## config.mk

```make
export PLATFORM = sky130hd
export DESIGN_NAME = alu_arbiter_flat
export DESIGN_NICKNAME = d
export VERILOG_FILES = /design/src/rtl/alu_arbiter_if.sv /design/src/rtl/alu_arbiter.sv /design/src/flat_wrapper.sv
export SDC_FILE = /design/constraint.sdc
export NUM_CORES = 1
export LEC_CHECK = 0
export ABC_AREA = 1
export BUFFER_PORTS_ARGS = -buffer_cell sky130_fd_sc_hd__buf_4
export CAP_MARGIN = 30
export CORE_ASPECT_RATIO = 1.4
export CORE_MARGIN = 4
export CORE_UTILIZATION = 52
export DETAILED_ROUTE_END_ITERATION = 10
export GPL_TIMING_DRIVEN = 0
export PLACE_DENSITY = 0.79
export SLEW_MARGIN = 20
export SYNTH_ARGS = -nofsm -noshare
export SYNTH_HDL_FRONTEND = slang
export SYNTH_SLANG_ARGS = --single-unit
```

## constraint.sdc

```tcl
create_clock -name i_clk -period 1.85 [get_ports i_clk]
set_input_delay 0.185 -clock i_clk [delete_from_list [all_inputs] [get_ports i_clk]]
set_output_delay 0.185 -clock i_clk [all_outputs]
set_load 0.01 [all_outputs]
```

## src/rtl/alu_arbiter_if.sv

```systemverilog
// rtl/alu_arbiter_if.sv - requester and shared-ALU signals of the two-port ALU arbiter
interface alu_arbiter_if;
    // requester side
    logic        i_stb0;
    logic        i_stb1;
    logic [3:0]  i_op0;
    logic [3:0]  i_op1;
    logic [31:0] i_a0;
    logic [31:0] i_b0;
    logic [31:0] i_a1;
    logic [31:0] i_b1;
    logic        o_busy0;
    logic        o_busy1;
    logic        o_valid0;
    logic        o_valid1;
    logic [31:0] o_c0;
    logic [31:0] o_c1;
    logic [3:0]  o_f0;
    logic [3:0]  o_f1;
    logic        o_err0;
    logic        o_err1;
    // shared ALU side
    logic        o_alu_stb;
    logic [3:0]  o_alu_op;
    logic [31:0] o_alu_a;
    logic [31:0] o_alu_b;
    logic        o_alu_abort;
    logic        i_alu_valid;
    logic        i_alu_busy;
    logic [31:0] i_alu_c;
    logic [3:0]  i_alu_f;

    modport slave (
        input  i_stb0, i_stb1, i_op0, i_op1, i_a0, i_b0, i_a1, i_b1,
        input  i_alu_valid, i_alu_busy, i_alu_c, i_alu_f,
        output o_busy0, o_busy1, o_valid0, o_valid1, o_c0, o_c1,
        output o_f0, o_f1, o_err0, o_err1,
        output o_alu_stb, o_alu_op, o_alu_a, o_alu_b, o_alu_abort
    );

    modport master (
        output i_stb0, i_stb1, i_op0, i_op1, i_a0, i_b0, i_a1, i_b1,
        output i_alu_valid, i_alu_busy, i_alu_c, i_alu_f,
        input  o_busy0, o_busy1, o_valid0, o_valid1, o_c0, o_c1,
        input  o_f0, o_f1, o_err0, o_err1,
        input  o_alu_stb, o_alu_op, o_alu_a, o_alu_b, o_alu_abort
    );
endinterface

```

## src/rtl/alu_arbiter.sv

```systemverilog
// rtl/alu_arbiter.sv - round-robin arbiter sharing one ALU between two requesters
module alu_arbiter #(
    parameter int TIMEOUT      = 64,
    parameter bit OPT_LOWPOWER = 1'b1
) (
    input  logic        i_clk,
    input  logic        i_reset_n,
    alu_arbiter_if.slave bus
);
    typedef enum logic {S_IDLE, S_WAIT} state_t;

    state_t             state_q, state_d;
    logic [1:0]         pend_q, pend_d;
    logic [1:0][3:0]    hop_q, hop_d;
    logic [1:0][31:0]   ha_q, ha_d;
    logic [1:0][31:0]   hb_q, hb_d;
    logic               last_q, last_d;
    logic               owner_q, owner_d;
    logic [7:0]         cnt_q, cnt_d;
    logic               alu_stb_q, alu_stb_d;
    logic [3:0]         alu_op_q, alu_op_d;
    logic [31:0]        alu_a_q, alu_a_d;
    logic [31:0]        alu_b_q, alu_b_d;
    logic               abort_q, abort_d;
    logic [1:0]         valid_q, valid_d;
    logic [1:0]         err_q, err_d;
    logic [1:0][31:0]   c_q, c_d;
    logic [1:0][3:0]    f_q, f_d;
    logic               gnt;

    // Next-state: request capture, grant selection, completion and timeout handling
    always_comb begin
        state_d   = state_q;
        pend_d    = pend_q;
        hop_d     = hop_q;
        ha_d      = ha_q;
        hb_d      = hb_q;
        last_d    = last_q;
        owner_d   = owner_q;
        cnt_d     = cnt_q;
        alu_stb_d = 1'b0;
        alu_op_d  = OPT_LOWPOWER ? 4'd0  : alu_op_q;
        alu_a_d   = OPT_LOWPOWER ? 32'd0 : alu_a_q;
        alu_b_d   = OPT_LOWPOWER ? 32'd0 : alu_b_q;
        abort_d   = 1'b0;
        valid_d   = 2'b00;
        err_d     = err_q;
        c_d       = c_q;
        f_d       = f_q;
        gnt       = 1'b0;

        // a port is free (busy low) exactly when its pending flag is clear
        if (bus.i_stb0 && !pend_q[0]) begin
            pend_d[0] = 1'b1;
            hop_d[0]  = bus.i_op0;
            ha_d[0]   = bus.i_a0;
            hb_d[0]   = bus.i_b0;
        end
        if (bus.i_stb1 && !pend_q[1]) begin
            pend_d[1] = 1'b1;
            hop_d[1]  = bus.i_op1;
            ha_d[1]   = bus.i_a1;
            hb_d[1]   = bus.i_b1;
        end

        case (state_q)
            S_IDLE: begin
                if (pend_q != 2'b00 && !bus.i_alu_busy) begin
                    // on a tie the port not granted last time wins
                    gnt       = (pend_q == 2'b11) ? ~last_q : pend_q[1];
                    owner_d   = gnt;
                    last_d    = gnt;
                    alu_stb_d = 1'b1;
                    alu_op_d  = hop_q[gnt];
                    alu_a_d   = ha_q[gnt];
                    alu_b_d   = hb_q[gnt];
                    cnt_d     = 8'd0;
                    state_d   = S_WAIT;
                end
            end
            S_WAIT: begin
                // a result on the final counted cycle still completes normally
                if (bus.i_alu_valid) begin
                    valid_d[owner_q] = 1'b1;
                    err_d[owner_q]   = 1'b0;
                    c_d[owner_q]     = bus.i_alu_c;
                    f_d[owner_q]     = bus.i_alu_f;
                    pend_d[owner_q]  = 1'b0;
                    state_d          = S_IDLE;
                end else if (cnt_q >= 8'(TIMEOUT - 1)) begin
                    valid_d[owner_q] = 1'b1;
                    err_d[owner_q]   = 1'b1;
                    c_d[owner_q]     = 32'd0;
                    f_d[owner_q]     = 4'd0;
                    pend_d[owner_q]  = 1'b0;
                    abort_d          = 1'b1;
                    state_d          = S_IDLE;
                end else if (cnt_q != 8'hFF) begin
                    cnt_d = cnt_q + 8'd1;
                end
            end
            default: state_d = S_IDLE;
        endcase
    end

    // State and registered outputs; reset drops any in-flight op without a response
    always_ff @(posedge i_clk) begin
        if (!i_reset_n) begin
            state_q   <= S_IDLE;
            pend_q    <= 2'b00;
            hop_q     <= '0;
            ha_q      <= '0;
            hb_q      <= '0;
            last_q    <= 1'b1;
            owner_q   <= 1'b0;
            cnt_q     <= 8'd0;
            alu_stb_q <= 1'b0;
            alu_op_q  <= 4'd0;
            alu_a_q   <= 32'd0;
            alu_b_q   <= 32'd0;
            abort_q   <= 1'b0;
            valid_q   <= 2'b00;
            err_q     <= 2'b00;
            c_q       <= '0;
            f_q       <= '0;
        end else begin
            state_q   <= state_d;
            pend_q    <= pend_d;
            hop_q     <= hop_d;
            ha_q      <= ha_d;
            hb_q      <= hb_d;
            last_q    <= last_d;
            owner_q   <= owner_d;
            cnt_q     <= cnt_d;
            alu_stb_q <= alu_stb_d;
            alu_op_q  <= alu_op_d;
            alu_a_q   <= alu_a_d;
            alu_b_q   <= alu_b_d;
            abort_q   <= abort_d;
            valid_q   <= valid_d;
            err_q     <= err_d;
            c_q       <= c_d;
            f_q       <= f_d;
        end
    end

    assign bus.o_busy0     = pend_q[0];
    assign bus.o_busy1     = pend_q[1];
    assign bus.o_valid0    = valid_q[0];
    assign bus.o_valid1    = valid_q[1];
    assign bus.o_err0      = err_q[0];
    assign bus.o_err1      = err_q[1];
    assign bus.o_c0        = c_q[0];
    assign bus.o_c1        = c_q[1];
    assign bus.o_f0        = f_q[0];
    assign bus.o_f1        = f_q[1];
    assign bus.o_alu_stb   = alu_stb_q;
    assign bus.o_alu_op    = alu_op_q;
    assign bus.o_alu_a     = alu_a_q;
    assign bus.o_alu_b     = alu_b_q;
    assign bus.o_alu_abort = abort_q;
endmodule

```

## src/flat_wrapper.sv

```systemverilog
// flat-port wrapper written by rule: the top's interface ports become plain ports
module alu_arbiter_flat 
#(
    parameter int TIMEOUT      = 64,
    parameter bit OPT_LOWPOWER = 1'b1
)
  (i_clk, i_reset_n, bus_i_stb0, bus_i_stb1, bus_i_op0, bus_i_op1, bus_i_a0, bus_i_b0, bus_i_a1, bus_i_b1, bus_i_alu_valid, bus_i_alu_busy, bus_i_alu_c, bus_i_alu_f, bus_o_busy0, bus_o_busy1, bus_o_valid0, bus_o_valid1, bus_o_c0, bus_o_c1, bus_o_f0, bus_o_f1, bus_o_err0, bus_o_err1, bus_o_alu_stb, bus_o_alu_op, bus_o_alu_a, bus_o_alu_b, bus_o_alu_abort);
  alu_arbiter_if bus_i ();
  input  logic i_clk;
  input  logic i_reset_n;
  input wire logic [$bits(bus_i.i_stb0)-1:0] bus_i_stb0;
  input wire logic [$bits(bus_i.i_stb1)-1:0] bus_i_stb1;
  input wire logic [$bits(bus_i.i_op0)-1:0] bus_i_op0;
  input wire logic [$bits(bus_i.i_op1)-1:0] bus_i_op1;
  input wire logic [$bits(bus_i.i_a0)-1:0] bus_i_a0;
  input wire logic [$bits(bus_i.i_b0)-1:0] bus_i_b0;
  input wire logic [$bits(bus_i.i_a1)-1:0] bus_i_a1;
  input wire logic [$bits(bus_i.i_b1)-1:0] bus_i_b1;
  input wire logic [$bits(bus_i.i_alu_valid)-1:0] bus_i_alu_valid;
  input wire logic [$bits(bus_i.i_alu_busy)-1:0] bus_i_alu_busy;
  input wire logic [$bits(bus_i.i_alu_c)-1:0] bus_i_alu_c;
  input wire logic [$bits(bus_i.i_alu_f)-1:0] bus_i_alu_f;
  output wire logic [$bits(bus_i.o_busy0)-1:0] bus_o_busy0;
  output wire logic [$bits(bus_i.o_busy1)-1:0] bus_o_busy1;
  output wire logic [$bits(bus_i.o_valid0)-1:0] bus_o_valid0;
  output wire logic [$bits(bus_i.o_valid1)-1:0] bus_o_valid1;
  output wire logic [$bits(bus_i.o_c0)-1:0] bus_o_c0;
  output wire logic [$bits(bus_i.o_c1)-1:0] bus_o_c1;
  output wire logic [$bits(bus_i.o_f0)-1:0] bus_o_f0;
  output wire logic [$bits(bus_i.o_f1)-1:0] bus_o_f1;
  output wire logic [$bits(bus_i.o_err0)-1:0] bus_o_err0;
  output wire logic [$bits(bus_i.o_err1)-1:0] bus_o_err1;
  output wire logic [$bits(bus_i.o_alu_stb)-1:0] bus_o_alu_stb;
  output wire logic [$bits(bus_i.o_alu_op)-1:0] bus_o_alu_op;
  output wire logic [$bits(bus_i.o_alu_a)-1:0] bus_o_alu_a;
  output wire logic [$bits(bus_i.o_alu_b)-1:0] bus_o_alu_b;
  output wire logic [$bits(bus_i.o_alu_abort)-1:0] bus_o_alu_abort;
  assign bus_i.i_stb0 = bus_i_stb0;
  assign bus_i.i_stb1 = bus_i_stb1;
  assign bus_i.i_op0 = bus_i_op0;
  assign bus_i.i_op1 = bus_i_op1;
  assign bus_i.i_a0 = bus_i_a0;
  assign bus_i.i_b0 = bus_i_b0;
  assign bus_i.i_a1 = bus_i_a1;
  assign bus_i.i_b1 = bus_i_b1;
  assign bus_i.i_alu_valid = bus_i_alu_valid;
  assign bus_i.i_alu_busy = bus_i_alu_busy;
  assign bus_i.i_alu_c = bus_i_alu_c;
  assign bus_i.i_alu_f = bus_i_alu_f;
  assign bus_o_busy0 = bus_i.o_busy0;
  assign bus_o_busy1 = bus_i.o_busy1;
  assign bus_o_valid0 = bus_i.o_valid0;
  assign bus_o_valid1 = bus_i.o_valid1;
  assign bus_o_c0 = bus_i.o_c0;
  assign bus_o_c1 = bus_i.o_c1;
  assign bus_o_f0 = bus_i.o_f0;
  assign bus_o_f1 = bus_i.o_f1;
  assign bus_o_err0 = bus_i.o_err0;
  assign bus_o_err1 = bus_i.o_err1;
  assign bus_o_alu_stb = bus_i.o_alu_stb;
  assign bus_o_alu_op = bus_i.o_alu_op;
  assign bus_o_alu_a = bus_i.o_alu_a;
  assign bus_o_alu_b = bus_i.o_alu_b;
  assign bus_o_alu_abort = bus_i.o_alu_abort;
  alu_arbiter #(.TIMEOUT(TIMEOUT), .OPT_LOWPOWER(OPT_LOWPOWER)) u_core (.i_clk(i_clk), .i_reset_n(i_reset_n), .bus(bus_i));
endmodule
```

==> results of run 1 <==
-- kinds of logic (layout without fill, tap and decap cells) --
family,count (synthesis),in the layout
xor gates and xnor gates,2,2
other,0,3
AOI/OAI and AO/OA,461,461
adders and majority gates,1,1
DFF,295,295
buffers and inverters,263,772
and+or+nand+nor,449,449
-- critical path, stage by stage, from the launching register on --
cell and delay (ps):
dfxtp_1 380, ha_1 210, nand2_2 90, nor2_4 110, nand2_2 100, nand3_4 130, nand3_4 180, buf_2 240
nor2_1 120, nor2_1 70
-- Yosys cell counts --
library cell	count	area, sq um
buf_1	2	7.51
ha_1	1	12.5
buf_8	2	30.0
a21oi_2	9	78.8
a21oi_4	1	16.3
inv_1	147	552
nor2_8	1	20.0
o21bai_1	1	7.51
nor2_4	2	22.5
o211a_1	2	20.0
inv_2	7	26.3
clkbuf_1	55	206
nand3_4	2	35.0
xor2_1	1	8.76
o22ai_1	36	225
clkbuf_2	6	30.0
nand4_1	37	231
nand2_2	4	25.0
buf_2	34	170
nor2_2	2	12.5
buf_6	10	113
o21ai_1	2	10.0
nand2_4	1	11.3
o21ai_0	230	1150
nor2_1	219	822
dfxtp_1	295	5910
nand3_2	1	10.0
nand3_1	13	65.1
xnor2_1	1	8.76
a21oi_1	171	856
nand2_1	166	623
o21ai_2	9	78.8
or2_2	1	6.26
-- state kept, by name (all words and copies together) (netlist names), named ones only --
register,count
u_core.valid_q,2
u_core.bus.o_alu_b,32
u_core.hb_q,64
u_core.hop_q,8
u_core.bus.o_alu_op,4
u_core.bus.o_alu_stb,1
u_core.cnt_q,8
u_core.pend_q,2
u_core.ha_q,64
u_core.bus.o_alu_a,32
u_core.bus.o_f1,4
u_core.bus.o_c0,32
u_core.bus.o_c1,32
u_core.owner_q,1
u_core.bus.o_alu_abort,1
u_core.bus.o_f0,4
u_core.state_q,1
u_core.last_q,1
-- through the flow --
step / std cells / hold WS, ps / power (W) / worst slack (ps) / util (%)
detailed placement: 2087 / 424 / 0.00866 / 49.6 / 66.5
global placement: 2087 / 419 / 0.00861 / 89.2 / 66.5
finish: 2275 / 27.5 / 0.0145 / 123 / 77.2
global route: 2275 / 45.6 / 0.0150 / -18.5 / 77.2
floorplan: 1471 / 323 / 0.00788 / 403 / -
CTS: 2272 / 12.9 / 0.0144 / 32.2 / 77.0
-- power groups by stage --
stage	clock network (W)	logic [W]	registers, W
floorplan	0	0.000884	0.00700
global placement	0	0.00165	0.00697
detailed placement	0	0.00168	0.00698
CTS	0.00565	0.00194	0.00684
global route	0.00591	0.00220	0.00688
finish	0.00564	0.00202	0.00686
-- metal layers --
layer | wire [um] | track usage, % | vias to the layer above | part of all wire [%]
met1 | 14500 | 34.4 | 5676 | 36
met5 | 0 | 0 | - | 0
met2 | 21000 | 58.8 | 597 | 52
met4 | 1650 | 13.5 | 0 | 4.1
met3 | 3120 | 6.20 | 137 | 7.7
li1 | - | - | 5773 | -
-- worst max path at each step --
stage / start / to / slack (ps) / cells past startpoint
final: u_core.cnt_q[0] / u_core.bus.o_c1[30] / 120 / 9
after floorplan: u_core.cnt_q[0] / u_core.bus.o_c0[10] / 400 / 9
after detailed placement: u_core.pend_q[1] / u_core.hb_q[57] / 50 / 5
after global placement: u_core.pend_q[1] / u_core.hb_q[56] / 90 / 5
after global routing: u_core.pend_q[1] / u_core.bus.o_alu_b[28] / -20 / 6
after CTS: u_core.pend_q[1] / u_core.hb_q[57] / 30 / 5
-- repair_timing --
action                                 CTS  global route
endpoints found under the hold margin  139             0
setup endpoints to repair                0            96
hold buffers                           138             0
setup buffers                            0             0
resized for setup                        0            12
-- layout make-up --
class	count	area, sq um	share of cell area (%)
timing repair buffer	462	3810	23.1
antenna	3	7.51	0.0455
inverter	154	578	3.51
buffer	109	563	3.42
multi-input combinational	913	4370	26.5
tap	292	365	2.22
clock buffer	38	777	4.71
clock inverter	9	104	0.630
sequential	295	5910	35.8
==> flow_metrics.py, run 1 <==
metrics = {
    "worst_hold_path": {
        "hp-start": "bus_i_alu_valid",
        "timing.hold.worst_path_depth": 4,
        "hold_path_class": "primary input to register",
    },
    "setup_path": {
        "criticalPathCategory": "register to register",
        "worstPathRequired_ps": 2270,
        "startpoint_type": "register",
        "reg2reg_to": "u_core.bus.o_c1[30]",
        "crit-reg2reg-launch": "u_core.cnt_q[0]",
        "crit_path_end_kind": "register",
        "reg2reg_setup_slack_ps": 120,
        "cp.arrival_ps": 2150,
        "critPathMaxFanout": 10,
        "r2r_cells": 9,
    },
    "flow_run": {
        "drv_cap": 0,
    },
    "cells_and_area": {
        "finalNetCount": 2141,
        "fillers": 1454,
        "stdcell_area_sq_um": 16500,
        "final_common_cell": "buf_4",
        "drive_gt1_share_pct": 23.3,
        "final_cell_mix": "buf_4, dfxtp_1, o21ai_0",
        "areaGrowthSynthToFinish_pct": 44.6,
    },
    "yosys": {
        "syn_area_sq_um": 11400,
        "syn_avg_cell_area_sq_um": 7.75,
        "ys_warn_count": 0,
        "ys_types": 33,
        "synth_fa_ha_area_share_pct": 0.110,
        "synthSimpleGateAreaFrac_pct": 16.5,
        "netlist_instances": 1471,
        "synth_mux_area_share_pct": 0,
        "ys_seq_area_share_pct": 51.8,
        "synthXorXnorAreaFrac_pct": 0.154,
        "synth_compound_area_share_pct": 21.4,
        "synth_top_family_by_area": "compound AO/OA/AOI/OAI gates",
        "ys_ff_latch": 295,
        "synth_fp_nets": 1650,
    },
    "power": {
        "p_sw_share_pct": 25.7,
        "intPower_w": 0.0108,
        "p_seq_share_pct": 47.2,
        "p_leak_nw": 7.41,
        "max-vdd-ir-drop_mv": 0.742,
        "comb_power_share_pct": 13.9,
        "p_switching_w": 0.00372,
        "pwr_density_cell_nw_per_um2": 880,
        "clkPwrFrac_pct": 38.9,
    },
    "global_routing": {
        "gr-total-overflow": 0,
        "antenna_found_initial": 3,
        "grt_first_pass_wirelength_mm": 63.0,
        "grt_pass1_vias": 12133,
        "grt.total_usage_pct": 31.5,
        "grt_max_degree": 16,
    },
    "sta": {
        "max_freq_ghz": 0.579,
        "rsz0062_at_grt": "yes",
        "tns_ps": 0,
        "fin_crit_ps": 1730,
        "max_slew_margin_pct": 57.9,
        "finalHoldViolations": 0,
        "finClkSkew_ps": 13.7,
        "setup_viol": 0,
        "max_slew.worst_pin.slew_ps": 632,
        "drv_slew": 0,
        "period_share_pct": 93.4,
    },
    "placement": {
        "io_buffer_count": 324,
        "routabilityCongestion": 0.860,
        "place_hpwl_mm": 26.7,
        "place_area_sq_um": 14200,
    },
    "floorplan": {
        "io_pins": 326,
        "num_rows": 63,
        "die_w_um": 133,
        "core_sq_um": 21400,
        "initial_core_util_pct": 53.4,
        "die_y_um": 183,
        "dieArea_sq_um": 24400,
    },
    "clock_network": {
        "numCtsBuffers": 27,
        "clock-sinks": 295,
        "htreeDepth": 1,
        "cts_root_buf": "clkbuf_16",
        "path_clk_slew_ps": 70,
        "cts_tree": "yes",
        "cts_buffer_depth": 3,
        "insertion_delay_ps": 530,
    },
    "route": {
        "drc": 0,
        "via_count": 12183,
        "ant_nets": 0,
        "routed_wl_mm": 40.4,
        "dr.pass1.iters": 7,
        "via_per_inst": 5.36,
        "drtIter0Drc": 724,
        "wl_per_cell_um": 17.7,
    },
    "outcome": {
        "status": "complete, no violations",
    },
}
Power figures use the tool's default switching activity.
==> run 2, diff against run 1 <==
Settings changed: CELL_PAD_IN_SITES_DETAIL_PLACEMENT from default to 1, CELL_PAD_IN_SITES_GLOBAL_PLACEMENT from default to 2, CORE_UTILIZATION 52 to 29.
==> run 2 against run 1 <==
Net effect:
- worst setup slack lost 18 ps
- maximum frequency down 1.0%
- sequential power barely moved
- final cell count up 11%
- cell area increased by 3.3%
- core utilization shrank 33 points
- power grew 8.3%
- sequential share of layout area is 1.2 points lower
- wire length grew 11%
- clock skew shrank 1.3 ps
- clock power up 21%
- combinational power hardly changed
- largest cell class unchanged
==> flow_metrics.py, run 2 (same netlist as run 1, synthesis figures left out) <==
metrics = {
    "clock_network": {
        "path_clk_slew_ps": 60,
        "cts_root_buf": "clkbuf_16",
        "numCtsBuffers": 34,
        "cts_buffer_depth": 3,
        "cts_tree": "yes",
        "insertion_delay_ps": 510,
        "htreeDepth": 2,
        "clock-sinks": 295,
        "cts_setup_buffers": 0,
    },
    "power": {
        "p_sw_share_pct": 25.3,
        "pwr_density_cell_nw_per_um2": 923,
        "max-vdd-ir-drop_mv": 0.726,
        "clkPwrFrac_pct": 43.6,
        "intPower_w": 0.0117,
        "comb_power_share_pct": 12.9,
        "p_seq_share_pct": 43.5,
        "p_leak_nw": 7.56,
        "p_switching_w": 0.00398,
        "p_total_w": 0.0157,
    },
    "sta": {
        "max_freq_ghz": 0.573,
        "finalHoldViolations": 0,
        "period_share_pct": 94.4,
        "fin_hold_ws_ps": 32.9,
        "fin_crit_ps": 1750,
        "finClkSkew_ps": 12.4,
        "setup_viol": 0,
        "max_slew_margin_pct": 58.9,
        "drv_slew": 0,
        "max_slew.worst_pin.slew_ps": 617,
    },
    "cells_and_area": {
        "reg_top3": "u_core.ha_q x64, u_core.hb_q x64",
        "drive_gt1_share_pct": 24.1,
        "stdcell_count": 2519,
        "areaGrowthSynthToFinish_pct": 49.4,
        "stdcell_area_sq_um": 17000,
        "finalNetCount": 2148,
        "final_cell_mix": "buf_4, dfxtp_1, o21ai_0",
        "final_common_cell": "buf_4",
        "post-route-util_pct": 44.1,
    },
    "route": {
        "drc": 0,
        "wl_per_cell_um": 17.8,
        "ant_nets": 0,
        "via_per_inst": 4.65,
        "drtIter0Drc": 433,
        "routed_wl_mm": 44.9,
        "dr.pass1.iters": 4,
        "via_count": 11713,
    },
    "placement": {
        "io_buffer_count": 324,
        "dpl.cell_count": 2317,
        "routabilityCongestion": 0.808,
        "place_area_sq_um": 14500,
        "place_hpwl_mm": 32.6,
    },
    "floorplan": {
        "initial_core_util_pct": 29.5,
        "num_rows": 85,
        "io_pins": 326,
        "dieArea_sq_um": 42600,
        "die_y_um": 243,
        "core_sq_um": 38600,
        "die_w_um": 176,
    },
    "global_routing": {
        "antenna_found_initial": 5,
        "grt_max_degree": 13,
        "grt.total_usage_pct": 20.4,
        "grt_pass1_vias": 12651,
        "gr-total-overflow": 0,
        "grt_first_pass_wirelength_mm": 69.9,
    },
    "setup_path": {
        "cpPeakStageDelay_ps": 480,
        "crit_path_top_delay_cell": "clkbuf_1",
        "path_cells": "inv_1, a21oi_1, buf_2, clkbuf_1, a21oi_1",
        "critPathMaxFanout": 10,
        "cp.arrival_ps": 2110,
        "startpoint_type": "register",
        "criticalPathCategory": "register to register",
        "cp_common_cell": "a21oi_1",
        "crit_path_end_kind": "register",
        "worstPathRequired_ps": 2210,
    },
    "worst_hold_path": {
        "hold_path_class": "primary input to register",
    },
    "flow_run": {
        "drv_cap": 0,
    },
    "outcome": {
        "status": "complete, no violations",
    },
}
-- run 2: cell types whose count changed in the layout (fill, tap and decap cells not counted), sizes merged --
cell	before	now
clkinv	5	4
buf	374	371
nand3	16	17
clkbuf	97	114
dlygate4sd3	138	137
clkinvlp	2	0
diode	3	5
inv	154	155
-- run 2: timing repair --
action                                 in CTS  in global routing
gates resized for setup                     1                 23
gates cloned                                0                  1
hold buffers                              137                  0
endpoints found under the hold margin     137                  0
setup endpoints to repair                  40                 97
-- run 2: stage by stage --
| step | setup slack [ps] | setup TNS [ps] |
|---|---|---|
| after floorplan | 403 | 0 |
| final | 104 | 0 |
| after global placement | -25.6 | -489 |
| after CTS | 17.4 | 0 |
| after global routing | -14.3 | -34.3 |
| after detailed placement | -50.7 | -904 |
-- run 2: path summary, 6_finish.rpt --
check | start | end | slack [ps] | cells after the start
worst min-delay path | bus_i_b1[20] | u_core.hb_q[52] | 30 | 3
worst max-delay path | u_core.pend_q[1] | u_core.bus.o_alu_b[14] | 100 | 5
worst max register to register | u_core.pend_q[1] | u_core.bus.o_alu_b[14] | 100 | 5
worst min register to register | u_core.cnt_q[6] | u_core.cnt_q[6] | 440 | 2
-- run 2: area by class of cell --
| cell class | instances | area [sq um] |
|---|---|---|
| antenna | 5 | 12.5 |
| sequential | 295 | 5910 |
| clock inverter | 7 | 88.8 |
| buffer | 109 | 573 |
| timing repair buffer | 461 | 3800 |
| tap | 522 | 653 |
| multi-input combinational | 914 | 4380 |
| inverter | 154 | 578 |
| clock buffer | 52 | 1040 |
| fill | 4683 | 21600 |
-- run 2: critical path, delay by kind of cell (launching register included) --
family	cells	cell delay (ps)
AOI/OAI and AO/OA	2	350
buffers and inverters	3	880
DFF	1	350
-- run 2: power groups by stage --
| stage | combinational [W] | sequential (W) | clock (W) |
|---|---|---|---|
| 2_1_floorplan | 0.000884 | 0.00700 | 0 |
| 3_3_place_gp | 0.00174 | 0.00697 | 0 |
| 3_5_place_dp | 0.00177 | 0.00699 | 0 |
| 4_1_cts | 0.00203 | 0.00685 | 0.00707 |
| 5_1_grt | 0.00225 | 0.00688 | 0.00731 |
| 6_report | 0.00202 | 0.00685 | 0.00685 |
-- run 2: per-layer routing --
layer | global-route usage (%) | vias up | wire length, um
met5 | 0 | - | 0
met4 | 6.59 | 0 | 1430
met3 | 5.00 | 73 | 2760
li1 | - | 5810 | -
met2 | 37.8 | 307 | 23200
met1 | 22.7 | 5523 | 17400
